**config.mk**
```make
export PLATFORM = sky130hd
export DESIGN_NAME = bubble_sort_engine_flat
export DESIGN_NICKNAME = d
export VERILOG_FILES = /design/src/rtl/bubble_sort_pkg.sv /design/src/rtl/bubble_sort_engine_if.sv /design/src/rtl/bubble_sort_engine_step_timer.sv /design/src/rtl/bubble_sort_engine.sv /design/src/flat_wrapper.sv
export SDC_FILE = /design/constraint.sdc
export NUM_CORES = 1
export LEC_CHECK = 0
export ABC_AREA = 1
export CAP_MARGIN = 20
export CORE_ASPECT_RATIO = 2
export CORE_MARGIN = 3
export CORE_UTILIZATION = 45
export CTS_BUF_LIST = sky130_fd_sc_hd__clkbuf_16
export CTS_CLUSTER_SIZE = 20
export DETAILED_ROUTE_END_ITERATION = 8
export GPL_TIMING_DRIVEN = 0
export PLACE_DENSITY = 0.71
export SYNTH_ARGS = -nofsm -noshare
export SYNTH_HDL_FRONTEND = slang
export SYNTH_SLANG_ARGS = --single-unit
```
**constraint.sdc**
```tcl
create_clock -name clk -period 7.6 [get_ports clk]
set_clock_uncertainty 0.05 [all_clocks]
set_input_delay 0.76 -clock clk [delete_from_list [all_inputs] [get_ports clk]]
set_output_delay 0.76 -clock clk [all_outputs]
set_load 0.02 [all_outputs]
```
**src/rtl/bubble_sort_pkg.sv**
```systemverilog
// Shared types and defaults for the bubble-sort engine and the OLED bar renderer.
// The optional early-exit feature of the engine is enabled by BUBBLE_EARLY_EXIT_EN.
package bubble_sort_pkg;

    localparam int unsigned N_BARS   = 5;
    localparam int unsigned HEIGHT_W = 7;

    // RGB565 bar colours used by the renderer; the active pair is drawn highlighted.
    localparam logic [15:0] BAR_COLOUR        = 16'h07E0;
    localparam logic [15:0] BAR_ACTIVE_COLOUR = 16'hF800;

    typedef enum logic [1:0] {
        ST_IDLE,
        ST_COMPARE,
        ST_SWAP,
        ST_DONE
    } state_e;

    // Descending staircase so a fresh reset shows the worst case for the sort.
    function automatic int unsigned reset_height(input int unsigned i, input int unsigned n);
        return (n - i) * 10;
    endfunction

endpackage

```
**src/rtl/bubble_sort_engine_if.sv**
```systemverilog
// Control and status bundle between the sort controller and bubble_sort_engine.
interface bubble_sort_engine_if #(
    parameter int unsigned N_BARS   = bubble_sort_pkg::N_BARS,
    parameter int unsigned HEIGHT_W = bubble_sort_pkg::HEIGHT_W
);
    localparam int unsigned IDX_W = (N_BARS > 1) ? $clog2(N_BARS) : 1;

    logic                       start;
    logic                       pause;
    logic                       load_en;
    logic [IDX_W-1:0]           load_idx;
    logic [HEIGHT_W-1:0]        load_val;
    logic [N_BARS*HEIGHT_W-1:0] heights_flat;
    logic [IDX_W-1:0]           cmp_idx;
    logic                       cmp_valid;
    logic                       swap_active;
    logic [7:0]                 swap_count;
    logic                       busy;
    logic                       done;

    modport master (
        output start, pause, load_en, load_idx, load_val,
        input  heights_flat, cmp_idx, cmp_valid, swap_active, swap_count, busy, done
    );

    modport slave (
        input  start, pause, load_en, load_idx, load_val,
        output heights_flat, cmp_idx, cmp_valid, swap_active, swap_count, busy, done
    );

endinterface

```
**src/rtl/bubble_sort_engine_step_timer.sv**
```systemverilog
// Step pacing counter: emits a one-cycle tick every STEP_CYCLES enabled clocks.
module step_timer #(
    parameter int unsigned STEP_CYCLES = 625000
) (
    input  logic clk,
    input  logic reset,
    input  logic en_i,
    input  logic clr_i,
    output logic tick_o
);
    localparam int unsigned    CntW    = (STEP_CYCLES > 1) ? $clog2(STEP_CYCLES) : 1;
    localparam logic [CntW-1:0] CntLast = CntW'(STEP_CYCLES - 1);

    logic [CntW-1:0] cnt_q, cnt_d;

    always_comb begin
        tick_o = en_i && (cnt_q == CntLast);
        cnt_d  = cnt_q;
        if (clr_i) begin
            cnt_d = '0;
        end else if (tick_o) begin
            cnt_d = '0;
        end else if (en_i) begin
            cnt_d = cnt_q + 1'b1;
        end
    end

    always_ff @(posedge clk) begin
        if (reset) begin
            cnt_q <= '0;
        end else begin
            cnt_q <= cnt_d;
        end
    end

endmodule

```
**src/rtl/bubble_sort_engine.sv**
```systemverilog
// Bar-height array with a visible, step-paced bubble sort and compare/swap cursor outputs.
// Define BUBBLE_EARLY_EXIT_EN to finish as soon as a pass makes no swaps.
module bubble_sort_engine #(
    parameter int unsigned N_BARS      = bubble_sort_pkg::N_BARS,
    parameter int unsigned HEIGHT_W    = bubble_sort_pkg::HEIGHT_W,
    parameter int unsigned STEP_CYCLES = 625000
) (
    input logic                 clk,
    input logic                 reset,
    bubble_sort_engine_if.slave bus_io
);
    import bubble_sort_pkg::*;

    localparam int unsigned IDX_W = (N_BARS > 1) ? $clog2(N_BARS) : 1;
`ifdef BUBBLE_EARLY_EXIT_EN
    localparam bit EarlyExit = 1'b1;
`else
    localparam bit EarlyExit = 1'b0;
`endif

    state_e              state_q, state_d;
    logic [HEIGHT_W-1:0] heights_q [N_BARS];
    logic [HEIGHT_W-1:0] heights_d [N_BARS];
    logic [IDX_W-1:0]    j_q, j_d, j_p1, pass_q, pass_d;
    logic                swapped_q, swapped_d;
    logic                start_pend_q, start_pend_d;
    logic [7:0]          swap_cnt_q, swap_cnt_d;
    logic                busy_q, swap_act_q, done_q;
    logic                timer_en, timer_clr, tick, start_req, advance;
    int unsigned         limit;

    assign j_p1     = j_q + 1'b1;
    assign timer_en = ((state_q == ST_COMPARE) || (state_q == ST_SWAP)) && !bus_io.pause;

    step_timer #(
        .STEP_CYCLES(STEP_CYCLES)
    ) u_step_timer (
        .clk   (clk),
        .reset (reset),
        .en_i  (timer_en),
        .clr_i (timer_clr),
        .tick_o(tick)
    );

    always_comb begin
        state_d      = state_q;
        heights_d    = heights_q;
        j_d          = j_q;
        pass_d       = pass_q;
        swapped_d    = swapped_q;
        swap_cnt_d   = swap_cnt_q;
        start_pend_d = start_pend_q;
        timer_clr    = 1'b0;
        advance      = 1'b0;
        start_req    = bus_io.start | start_pend_q;
        limit        = N_BARS - 1 - 32'(pass_q);

        if (!bus_io.pause) begin
            unique case (state_q)
                ST_IDLE, ST_DONE: begin
                    // A start coinciding with a load is deferred so the load lands first.
                    if (bus_io.load_en) begin
                        if (32'(bus_io.load_idx) < N_BARS) begin
                            heights_d[bus_io.load_idx] = bus_io.load_val;
                        end
                        state_d      = ST_IDLE;
                        start_pend_d = start_req;
                    end else if (start_req) begin
                        state_d      = ST_COMPARE;
                        j_d          = '0;
                        pass_d       = '0;
                        swapped_d    = 1'b0;
                        swap_cnt_d   = '0;
                        start_pend_d = 1'b0;
                        timer_clr    = 1'b1;
                    end
                end
                ST_COMPARE: begin
                    if (tick) begin
                        if (heights_q[j_q] > heights_q[j_p1]) begin
                            state_d = ST_SWAP;
                        end else begin
                            advance = 1'b1;
                        end
                    end
                end
                ST_SWAP: begin
                    if (tick) begin
                        heights_d[j_q]  = heights_q[j_p1];
                        heights_d[j_p1] = heights_q[j_q];
                        swapped_d       = 1'b1;
                        if (swap_cnt_q != 8'hFF) begin
                            swap_cnt_d = swap_cnt_q + 8'd1;
                        end
                        advance = 1'b1;
                    end
                end
                default: state_d = ST_IDLE;
            endcase
        end

        if (advance) begin
            if (32'(j_p1) < limit) begin
                j_d     = j_p1;
                state_d = ST_COMPARE;
            end else begin
                j_d    = '0;
                pass_d = pass_q + 1'b1;
                if ((32'(pass_q) + 1 == N_BARS - 1) || (EarlyExit && !swapped_d)) begin
                    state_d = ST_DONE;
                end else begin
                    swapped_d = 1'b0;
                    state_d   = ST_COMPARE;
                end
            end
        end
    end

    always_ff @(posedge clk) begin
        if (reset) begin
            state_q      <= ST_IDLE;
            for (int unsigned i = 0; i < N_BARS; i++) begin
                heights_q[i] <= HEIGHT_W'(reset_height(i, N_BARS));
            end
            j_q          <= '0;
            pass_q       <= '0;
            swapped_q    <= 1'b0;
            start_pend_q <= 1'b0;
            swap_cnt_q   <= '0;
            busy_q       <= 1'b0;
            swap_act_q   <= 1'b0;
            done_q       <= 1'b0;
        end else begin
            state_q      <= state_d;
            heights_q    <= heights_d;
            j_q          <= j_d;
            pass_q       <= pass_d;
            swapped_q    <= swapped_d;
            start_pend_q <= start_pend_d;
            swap_cnt_q   <= swap_cnt_d;
            busy_q       <= (state_d == ST_COMPARE) || (state_d == ST_SWAP);
            swap_act_q   <= (state_d == ST_SWAP);
            done_q       <= (state_d == ST_DONE);
        end
    end

    for (genvar g = 0; g < N_BARS; g++) begin : g_flat
        assign bus_io.heights_flat[g*HEIGHT_W +: HEIGHT_W] = heights_q[g];
    end

    assign bus_io.cmp_idx     = j_q;
    assign bus_io.cmp_valid   = busy_q;
    assign bus_io.busy        = busy_q;
    assign bus_io.swap_active = swap_act_q;
    assign bus_io.swap_count  = swap_cnt_q;
    assign bus_io.done        = done_q;

endmodule
```
**src/flat_wrapper.sv**
```systemverilog
// flat-port wrapper written by rule: the top's interface ports become plain ports
module bubble_sort_engine_flat import bubble_sort_pkg::*;
#(
    parameter int unsigned N_BARS      = bubble_sort_pkg::N_BARS,
    parameter int unsigned HEIGHT_W    = bubble_sort_pkg::HEIGHT_W,
    parameter int unsigned STEP_CYCLES = 625000
)
  (clk, reset, bus_io_start, bus_io_pause, bus_io_load_en, bus_io_load_idx, bus_io_load_val, bus_io_heights_flat, bus_io_cmp_idx, bus_io_cmp_valid, bus_io_swap_active, bus_io_swap_count, bus_io_busy, bus_io_done);
  bubble_sort_engine_if #(.N_BARS(N_BARS), .HEIGHT_W(HEIGHT_W)) bus_io_i ();
  input logic clk;
  input logic reset;
  input wire logic [$bits(bus_io_i.start)-1:0] bus_io_start;
  input wire logic [$bits(bus_io_i.pause)-1:0] bus_io_pause;
  input wire logic [$bits(bus_io_i.load_en)-1:0] bus_io_load_en;
  input wire logic [$bits(bus_io_i.load_idx)-1:0] bus_io_load_idx;
  input wire logic [$bits(bus_io_i.load_val)-1:0] bus_io_load_val;
  output wire logic [$bits(bus_io_i.heights_flat)-1:0] bus_io_heights_flat;
  output wire logic [$bits(bus_io_i.cmp_idx)-1:0] bus_io_cmp_idx;
  output wire logic [$bits(bus_io_i.cmp_valid)-1:0] bus_io_cmp_valid;
  output wire logic [$bits(bus_io_i.swap_active)-1:0] bus_io_swap_active;
  output wire logic [$bits(bus_io_i.swap_count)-1:0] bus_io_swap_count;
  output wire logic [$bits(bus_io_i.busy)-1:0] bus_io_busy;
  output wire logic [$bits(bus_io_i.done)-1:0] bus_io_done;
  assign bus_io_i.start = bus_io_start;
  assign bus_io_i.pause = bus_io_pause;
  assign bus_io_i.load_en = bus_io_load_en;
  assign bus_io_i.load_idx = bus_io_load_idx;
  assign bus_io_i.load_val = bus_io_load_val;
  assign bus_io_heights_flat = bus_io_i.heights_flat;
  assign bus_io_cmp_idx = bus_io_i.cmp_idx;
  assign bus_io_cmp_valid = bus_io_i.cmp_valid;
  assign bus_io_swap_active = bus_io_i.swap_active;
  assign bus_io_swap_count = bus_io_i.swap_count;
  assign bus_io_busy = bus_io_i.busy;
  assign bus_io_done = bus_io_i.done;
  bubble_sort_engine #(.N_BARS(N_BARS), .HEIGHT_W(HEIGHT_W), .STEP_CYCLES(STEP_CYCLES)) u_core (.clk(clk), .reset(reset), .bus_io(bus_io_i));
endmodule
```
==> flow_metrics.tcl, run 1 <==
set metrics [dict create \
    grt_usage 0.271 \
    cts_hold_buffers 0 \
    vias 6358 \
    start_kind "flip-flop" \
    cts_root_buffer "clkbuf_16" \
    min_path_cells 2 \
    via_per_inst 5.30 \
    grt_pass1_wl_um 29500 \
    final_antenna_net_count 0 \
    cpMaxStageDelayCell "dfxtp_1" \
    status "completed" \
    setup_violations 0 \
    clockBufferDepth 2 \
    ys_warn_count 0 \
    rsz0062_at_grt "false" \
    grt_pass1_vias 5868 \
    cts_buffers 9 \
    cp.depth 18 \
    syn_inst 974 \
    critical_path_buf_inv_count 4 \
    seqCellArea_um2 1500 \
    max_freq_ghz 0.245 \
    dieHeight_um 165 \
    multi_input_area_um2 3530 \
    ioPinCount 65 \
    clkLatencyLatePin_ns 0.35 \
    synth-seq-cells 75 \
    peakVddDrop_v 0.000120 \
    drcViolationCount 0 \
    fin_setup_tns_ns 0 \
    synth_area_um2 5720 \
    antenna_found_initial 0 \
    cp_cell_sequence "ha_1, buf_2, inv_1, nand3_2, o21ai_1, inv_1, ha_1, nand2_1, inv_1, a21oi_1, nand2_1, nand2_1, nand3_1, nand2_1, nand2_1, nand2_1, ha_1, nor2_1" \
    layout-drive-gt1-share 0.0874 \
    gr-total-overflow 0 \
    endpoint_kind "flip-flop" \
    cp.arrival_ns 4.31 \
    path_delay_family "simple AND/OR/NAND/NOR gates" \
    worst_path_most_repeated_cell "nand2_1" \
    syn2layout_area_growth_pct 20.2 \
    post_cts_buffers 0 \
    synth_most_common_cell "nand2_1" \
    timing.hold.ws_ns 0.433 \
    synthTopCellsByCount "nand2_1 (362), inv_1 (116), nor2_1 (109), dfxtp_1 (75), a21oi_1 (58)" \
    die_x_um 85.7 \
    finalCritPeriodShare 0.536 \
    htree_levels 3 \
    p_int_mw 0.751 \
    hold_violations 0 \
    min_period_ns 4.08 \
    synth_top_flop_cell "dfxtp_1" \
    finalMaxSlewViolations 0 \
    synth_seq_area_share 0.263 \
    final_area_um2 6870 \
    antenna_cells 0 \
    reg2reg_depth 18 \
    postPlaceCellArea_um2 6530 \
    io_buffers 63 \
    worstSetupPathType "reg2reg" \
    synth.distinct_cells 45 \
    cp.required_ns 7.83 \
    cts_sinks 75 \
    p_total_mw 0.996 \
    drt-total-wl_um 19000 \
    worst_pin_slew_ns 0.693 \
    initial_core_util 0.466 \
    p_seq_frac 0.404 \
    drt_iter0_markers 488 \
    drv_cap 0 \
    ff2ff_setup_slack_ns 3.52 \
    relSlewSlack 0.538 \
    syn_area_per_cell_um2 5.87 \
    utilization 0.560 \
    hpwlAfterDp_um 14700 \
    yosysTopAreaCell "dfxtp_1" \
    netlist_top_cells_area "dfxtp_1 (26%), nand2_1 (24%), inv_1 (7.6%), nor2_1 (7.2%), a21oi_1 (5.1%)" \
    cts_resized 0 \
    nets 1082 \
    core_region_area_um2 12300 \
    p_leak_nw 3.14 \
    wl_per_cell_um 15.8 \
    rows 57 \
    clock_power_share 0.506 \
    max_stage_delay_ns 0.53 \
    dr.pass1.iters 8 \
    synth-edff-count 0 \
    fill_cells 1265 \
    synth_fp_nets 1008 \
    tritoncts "built" \
    synth_top_area_frac 0.263 \
    clk_pin_slew_worst_paths_ns 0.06 \
    pwr-share-comb 0.090 \
    switchingPower_mw 0.245 \
    die_area_um2 14200 \
    gp_congestion 1.00 \
    worstHoldPathType "reg2reg" \
    grt_max_degree 14 \
    worstPathMaxFanout 10 \
    powerDensity_nw_per_um2 145 \
    switching_share 0.246 \
    async_reset_ff_frac 0 \
]
[metal layers]
layer | share of wire | track usage | routed length (um)
met1 | 0.35 | 0.268 | 6700
met5 | 0 | 0 | 0
met2 | 0.52 | 0.509 | 9920
met4 | 0.070 | 0.178 | 1330
met3 | 0.055 | 0.0402 | 1050
[tightest hold or removal path: stages, from the launching register on]
cell     delay, ns
dfxtp_1       0.32
nand2_1       0.06
a21oi_1       0.05
[power by group through the flow]
stage          clock network (mW)  logic (mW)  registers, mW
2_1_floorplan                   0      0.0504          0.415
3_5_place_dp                    0      0.0887          0.411
6_report                    0.504      0.0895          0.402
3_3_place_gp                    0      0.0884          0.411
5_1_grt                     0.521      0.0980          0.403
4_1_cts                     0.507      0.0892          0.402
[per-stage QoR]
step | std cells | setup slack, ns
detailed placement | 1184 | 3.58
CTS | 1200 | 3.57
finish | 1200 | 3.52
floorplan | 974 | 4.30
global placement | 1184 | 3.65
global route | 1200 | 3.14
[flip-flops by register name (all words and copies together) (netlist names)]
signal	flops
u_core.bus_io.cmp_idx	3
u_core.bus_io.swap_count	8
u_core.pass_q	3
u_core.state_q	2
u_core.bus_io.heights_flat	35
u_core.bus_io.done	1
u_core.bus_io.busy	1
u_core.u_step_timer.cnt_q	20
u_core.bus_io.swap_active	1
u_core.start_pend_q	1
[cells in the final DEF (no fill, tap or decap), drive strengths merged, types with 4 or more instances in the layout]
master	Yosys	layout
or2	8	8
clkdlybuf4s50	0	63
nand3	53	53
clkinv	1	4
a21oi	62	62
xnor2	5	5
inv	129	130
dfxtp	75	75
o21ai	67	67
nor3	15	15
clkbuf	8	17
xor2	7	7
nand2	367	367
nor2	116	116
buf	24	24
ha	19	19
[final cells by class]
class / count / area share
tap: 147 / 0.0268
clock buffer: 9 / 0.0328
clock inverter: 7 / 0.0168
timing repair buffer: 63 / 0.0918
multi-input combinational: 737 / 0.514
sequential: 75 / 0.219
inverter: 130 / 0.0712
buffer: 32 / 0.0277
[path summary, 6_finish.rpt]
path                                 from                      endpoint
max              u_core.bus_io.cmp_idx[1]            u_core.bus_io.busy
min          u_core.u_step_timer.cnt_q[1]  u_core.u_step_timer.cnt_q[1]
min reg2reg  u_core.u_step_timer.cnt_q[1]  u_core.u_step_timer.cnt_q[1]
max reg2reg      u_core.bus_io.cmp_idx[1]            u_core.bus_io.busy
[cell families (layout without fill, tap and decap cells)]
group	Yosys count	count (layout)	share of synthesized area
AO/OA/AOI/OAI	140	140	0.136
XOR/XNOR	12	12	0.0184
adder cells (fa/ha/maj)	19	19	0.0416
buffers and inverters	162	241	0.119
flip-flops	75	75	0.263
AND/OR/NAND/NOR	566	566	0.422
Note: power is estimated with default switching activity, not from simulation.
==> inputs of run 2 (changes only) <==
==> constraint.sdc (replaced) <==
create_clock -name clk -period 4.2 [get_ports clk]
set_clock_uncertainty 0.05 [all_clocks]
set_input_delay 0.42 -clock clk [delete_from_list [all_inputs] [get_ports clk]]
set_output_delay 0.42 -clock clk [all_outputs]
set_load 0.02 [all_outputs]
==> flow_metrics.tcl, run 2 (synthesis gave the netlist of run 1 again) <==
set metrics [dict create \
    die_area_um2 14200 \
    status "completed" \
    cp_cell_sequence "ha_1, buf_2, inv_1, nand3_2, o21ai_1, inv_1, ha_1, nand3_1, nor3_1, inv_1, nand2_1, nand2_1, nand2_1, nand2_1, nand3b_1, inv_1, ha_1, nor2_1" \
    finalCritPeriodShare 0.908 \
    dr.pass1.iters 6 \
    worstSetupPathType "reg2reg" \
    largest_register_ffs 35 \
    htree_levels 3 \
    fin_setup_tns_ns 0 \
    layout-drive-gt1-share 0.0902 \
    cts_root_buffer "clkbuf_16" \
    ioPinCount 65 \
    antenna_found_initial 0 \
    grt_pass1_wl_um 29500 \
    hold_violations 0 \
    drt-total-wl_um 19000 \
    drv_cap 0 \
    clk_pin_slew_worst_paths_ns 0.06 \
    p_leak_nw 3.15 \
    worstHoldPathType "reg2reg" \
    relSlewSlack 0.536 \
    cts_buffers 9 \
    min_period_ns 3.81 \
    drt_iter0_markers 485 \
    tritoncts "built" \
    nets 1082 \
    layout_commonest_cell "nand2_1" \
    worst_pin_slew_ns 0.696 \
    via_per_inst 5.25 \
    grt_usage 0.271 \
    clockBufferDepth 2 \
    grt_max_degree 14 \
    die_x_um 85.7 \
    fin_cells 1200 \
    cp.required_ns 4.43 \
    io_buffers 63 \
    rows 57 \
    wl_per_cell_um 15.8 \
    gr-total-overflow 0 \
    setup_violations 0 \
    initial_core_util 0.466 \
    core_region_area_um2 12300 \
    syn2layout_area_growth_pct 20.4 \
    drcViolationCount 0 \
    worstPathMaxFanout 10 \
    rsz0062_at_grt "false" \
    finalMaxSlewViolations 0 \
    max_stage_delay_ns 0.49 \
    clkLatencyLatePin_ns 0.34 \
    cpMaxStageDelayCell "o21ai_1" \
    powerDensity_nw_per_um2 262 \
    endpoint_kind "flip-flop" \
    gp_congestion 1.00 \
    final_antenna_net_count 0 \
    antenna_cells 0 \
    post_cts_buffers 0 \
    vias 6296 \
    dieHeight_um 165 \
    max_freq_ghz 0.262 \
    dp_cells 1184 \
    grt_pass1_vias 5868 \
    peakVddDrop_v 0.000217 \
    hpwlAfterDp_um 14700 \
    start_kind "flip-flop" \
    cts_sinks 75 \
    cp.arrival_ns 4.04 \
    most-common-layout-cells "nand2_1 (361), inv_1 (116), nor2_1 (109), dfxtp_1 (74), clkdlybuf4s50_1 (63)" \
]
[run 2: cell types whose count changed in the layout (fill, tap and decap cells not counted)]
cell      previous run  this run
nand2_1            362       361
buf_2               11        10
nand2_2              4         5
o21ai_1             20        19
clkbuf_4             0         1
o21ai_2              4         5
dfxtp_2              0         1
dfxtp_1             75        74
[run 2: final timing paths]
path | startpoint | end | slack, ns | depth (start not counted)
worst max register to register | u_core.bus_io.cmp_idx[1] | u_core.bus_io.busy | 0.39 | 18
worst max-delay path | u_core.bus_io.cmp_idx[1] | u_core.bus_io.busy | 0.39 | 18
worst min register to register | u_core.u_step_timer.cnt_q[1] | u_core.u_step_timer.cnt_q[1] | 0.43 | 2
worst min-delay path | u_core.u_step_timer.cnt_q[1] | u_core.u_step_timer.cnt_q[1] | 0.43 | 2
[run 2: worst max-delay path, delay by kind of cell (launching register included)]
family,cells,cell delay [ns]
flip-flops,1,0.44
AND/OR/NAND/NOR,9,1.30
AO/OA/AOI/OAI,1,0.49
buffers and inverters,5,0.58
adder cells (fa/ha/maj),3,0.89
[run 2: through the flow]
step / worst slack (ns) / total power, mW / util / hold WS (ns) / area (um2)
3_5_place_dp: 0.184 / 0.904 / 0.532 / 0.429 / 6530
4_1_cts: 0.174 / 1.81 / 0.560 / 0.435 / 6870
5_1_grt: 0.0264 / 1.85 / 0.561 / 0.460 / 6880
3_3_place_gp: 0.251 / 0.904 / 0.532 / 0.422 / 6530
2_1_floorplan: 0.898 / 0.842 / - / 0.408 / 5720
6_report: 0.388 / 1.80 / 0.561 / 0.433 / 6880
[run 2: routing by layer]
layer | up-vias | routed length [um] | track usage
li1 | 3182 | - | -
met1 | 2816 | 6820 | 0.268
met2 | 220 | 9950 | 0.509
met3 | 78 | 934 | 0.0402
met4 | 0 | 1290 | 0.178
met5 | - | 0 | 0
[run 2: repair_timing]
action	in CTS	in global routing
resized for setup	0	4
hold buffers	0	0
hold endpoints to repair	0	0
endpoints found under the setup margin	0	3
[run 2: power by group]
group          internal (mW)  switching (mW)
logic                 0.0580           0.104
registers              0.720         0.00777
clock network          0.580           0.332
total                   1.36           0.444
[run 2: final cells by class]
class | instances | area, um2
fill | 1266 | 5390
multi-input combinational | 737 | 3540
sequential | 75 | 1500
timing repair buffer | 63 | 631
inverter | 130 | 489
clock buffer | 9 | 225
buffer | 32 | 193
tap | 147 | 184
clock inverter | 7 | 115
==> inputs of run 3 (changes only) <==
--- a/config.mk
+++ b/config.mk
@@ -8,7 +8,6 @@
 export ABC_AREA = 1
 export CAP_MARGIN = 20
 export CORE_ASPECT_RATIO = 2
-export CORE_MARGIN = 3
 export CORE_UTILIZATION = 45
 export CTS_BUF_LIST = sky130_fd_sc_hd__clkbuf_16
 export CTS_CLUSTER_SIZE = 20
==> flow_metrics.tcl, run 3 (synthesis gave the netlist of run 1 again) <==
set metrics [dict create \
    status "completed" \
    relSlewSlack 0.506 \
    rsz0062_at_grt "false" \
    min_period_ns 3.94 \
    grt_busiest_layer "met2" \
    layout_commonest_cell "nand2_1" \
    critical_path_buf_inv_count 5 \
    cpMaxStageDelayCell "dfxtp_2" \
    die_area_um2 13200 \
    htree_levels 3 \
    final_antenna_net_count 0 \
    ff2ff_setup_slack_ns 0.26 \
    use_met1 0.299 \
    core_region_area_um2 12300 \
    min_from "u_core.u_step_timer.cnt_q[16]" \
    initial_core_util 0.466 \
    nets 1082 \
    start_kind "flip-flop" \
    timing.rr.end "u_core.bus_io.busy" \
    tritoncts "built" \
    max_freq_ghz 0.254 \
    drcViolationCount 0 \
    dieHeight_um 161 \
    fill_cells 1296 \
    worst_path_most_repeated_cell "nand2_1" \
    antenna_cells 0 \
    endpoint_kind "flip-flop" \
    hold_end "u_core.u_step_timer.cnt_q[16]" \
    clk_pin_slew_worst_paths_ns 0.06 \
    setup_violations 0 \
    rows 57 \
    min_path_cells 2 \
    finalCritPeriodShare 0.939 \
    worstPathMaxFanout 10 \
    clockBufferDepth 2 \
    drv_cap 0 \
    grt_usage 0.300 \
    grt_max_degree 14 \
    grtUsageMet3 0.0480 \
    p_leak_nw 3.15 \
    cts_sinks 75 \
    hold_violations 0 \
    drt-total-wl_um 18900 \
    utilization 0.562 \
    die_x_um 81.7 \
    peakVddDrop_v 0.000254 \
    worstSetupPathType "reg2reg" \
    syn2layout_area_growth_pct 20.6 \
    worst_pin_slew_ns 0.740 \
    cts_buffers 9 \
    dr.pass1.iters 6 \
    worstHoldPathType "reg2reg" \
    cp.required_ns 4.43 \
    layout-drive-gt1-share 0.0894 \
    clkLatencyLatePin_ns 0.34 \
    vias 6358 \
    post_cts_buffers 0 \
    cp_cell_sequence "ha_1, buf_2, inv_1, buf_2, nand2_1, nand2_1, nand2_1, o21ai_1, inv_1, ha_1, nand2_1, nor3_1, inv_1, nand2_1, nand3_1, nand2_1, nand2_1, nand2_1, ha_1, nor2_1" \
    max_stage_delay_ns 0.44 \
    cp.arrival_ns 4.17 \
    path_delay_family "simple AND/OR/NAND/NOR gates" \
    hpwlAfterDp_um 14300 \
    cts_root_buffer "clkbuf_16" \
    antenna_found_initial 0 \
    rr_startpoint "u_core.bus_io.cmp_idx[1]" \
    gr-total-overflow 0 \
    most-common-layout-cells "nand2_1 (362), inv_1 (116), nor2_1 (109), dfxtp_1 (74), clkdlybuf4s50_1 (63)" \
    reg2reg_depth 20 \
    grt_pass1_vias 5944 \
    largest_register_ffs 35 \
    powerDensity_nw_per_um2 270 \
    ioPinCount 65 \
    io_buffers 63 \
    grt_pass1_wl_um 29400 \
    drt_iter0_markers 478 \
    finalMaxSlewViolations 0 \
    timing.hold.ws_ns 0.444 \
    gp_congestion 1.00 \
    wl_per_cell_um 15.8 \
    via_per_inst 5.30 \
    fin_setup_tns_ns 0 \
    grt_use_met2 0.539 \
]
==> run 3: cell count changes in the layout (fill, tap and decap cells not counted) <==
| cell | previous run | this run |
|---|---|---|
| o21ai_1 | 19 | 20 |
| bufinv_16 | 3 | 4 |
| clkinv_1 | 2 | 0 |
| nand2_1 | 361 | 362 |
| nand2_2 | 5 | 4 |
| clkbuf_4 | 1 | 0 |
| o21ai_2 | 5 | 4 |
| buf_2 | 10 | 11 |
==> run 3: worst max path at each step <==
stage                              from                 end  depth (start not counted)
5_1_grt        u_core.bus_io.cmp_idx[1]  u_core.bus_io.busy                         20
4_1_cts        u_core.bus_io.cmp_idx[1]  u_core.bus_io.busy                         17
3_3_place_gp   u_core.bus_io.cmp_idx[1]  u_core.bus_io.busy                         17
2_1_floorplan  u_core.bus_io.cmp_idx[1]  u_core.bus_io.busy                         20
6_report       u_core.bus_io.cmp_idx[1]  u_core.bus_io.busy                         20
3_5_place_dp   u_core.bus_io.cmp_idx[1]  u_core.bus_io.busy                         20
==> run 3: layer usage <==
metal,up-vias,routed length (um)
met5,-,0
met4,0,1370
met3,85,1010
met2,250,9820
met1,2845,6710
li1,3178,-
==> run 3: worst register-to-register path: cells and delay by family, from the launching register on <==
kind	cells	cell delay, ns
AND/OR/NAND/NOR	11	1.41
buffers and inverters	5	0.89
adder cells (fa/ha/maj)	3	0.84
flip-flops	1	0.44
AO/OA/AOI/OAI	1	0.27
==> run 3: final cells by class <==
cell class	instances	area [um2]	area share
Sequential cell	75	1500	0.218
Buffer	32	190	0.0276
Inverter	130	489	0.0710
Clock buffer	9	225	0.0327
Clock inverter	6	138	0.0200
Multi-Input combinational cell	737	3530	0.513
Timing Repair Buffer	63	631	0.0915
Tap cell	147	184	0.0267
==> run 3: through the flow <==
step	std cells	power (mW)	setup slack (ns)	instance area, um2
finish	1199	1.86	0.257	6890
global route	1199	1.92	0.0335	6890
CTS	1199	1.87	0.213	6890
detailed placement	1184	0.903	0.248	6530
global placement	1184	0.902	0.263	6530
floorplan	974	0.842	0.898	5720
==> run 3: repair_timing <==
action / 4_1_cts / 5_1_grt
setup endpoints to repair: 0 / 3
resized for setup: 0 / 1
hold buffers: 0 / 0
==> run 3: report_power, final <==
| group | total [mW] | internal [mW] | switching, mW |
|---|---|---|---|
| Combinational | 0.162 | 0.0578 | 0.104 |
| Sequential | 0.727 | 0.720 | 0.00727 |
| Clock | 0.974 | 0.641 | 0.333 |
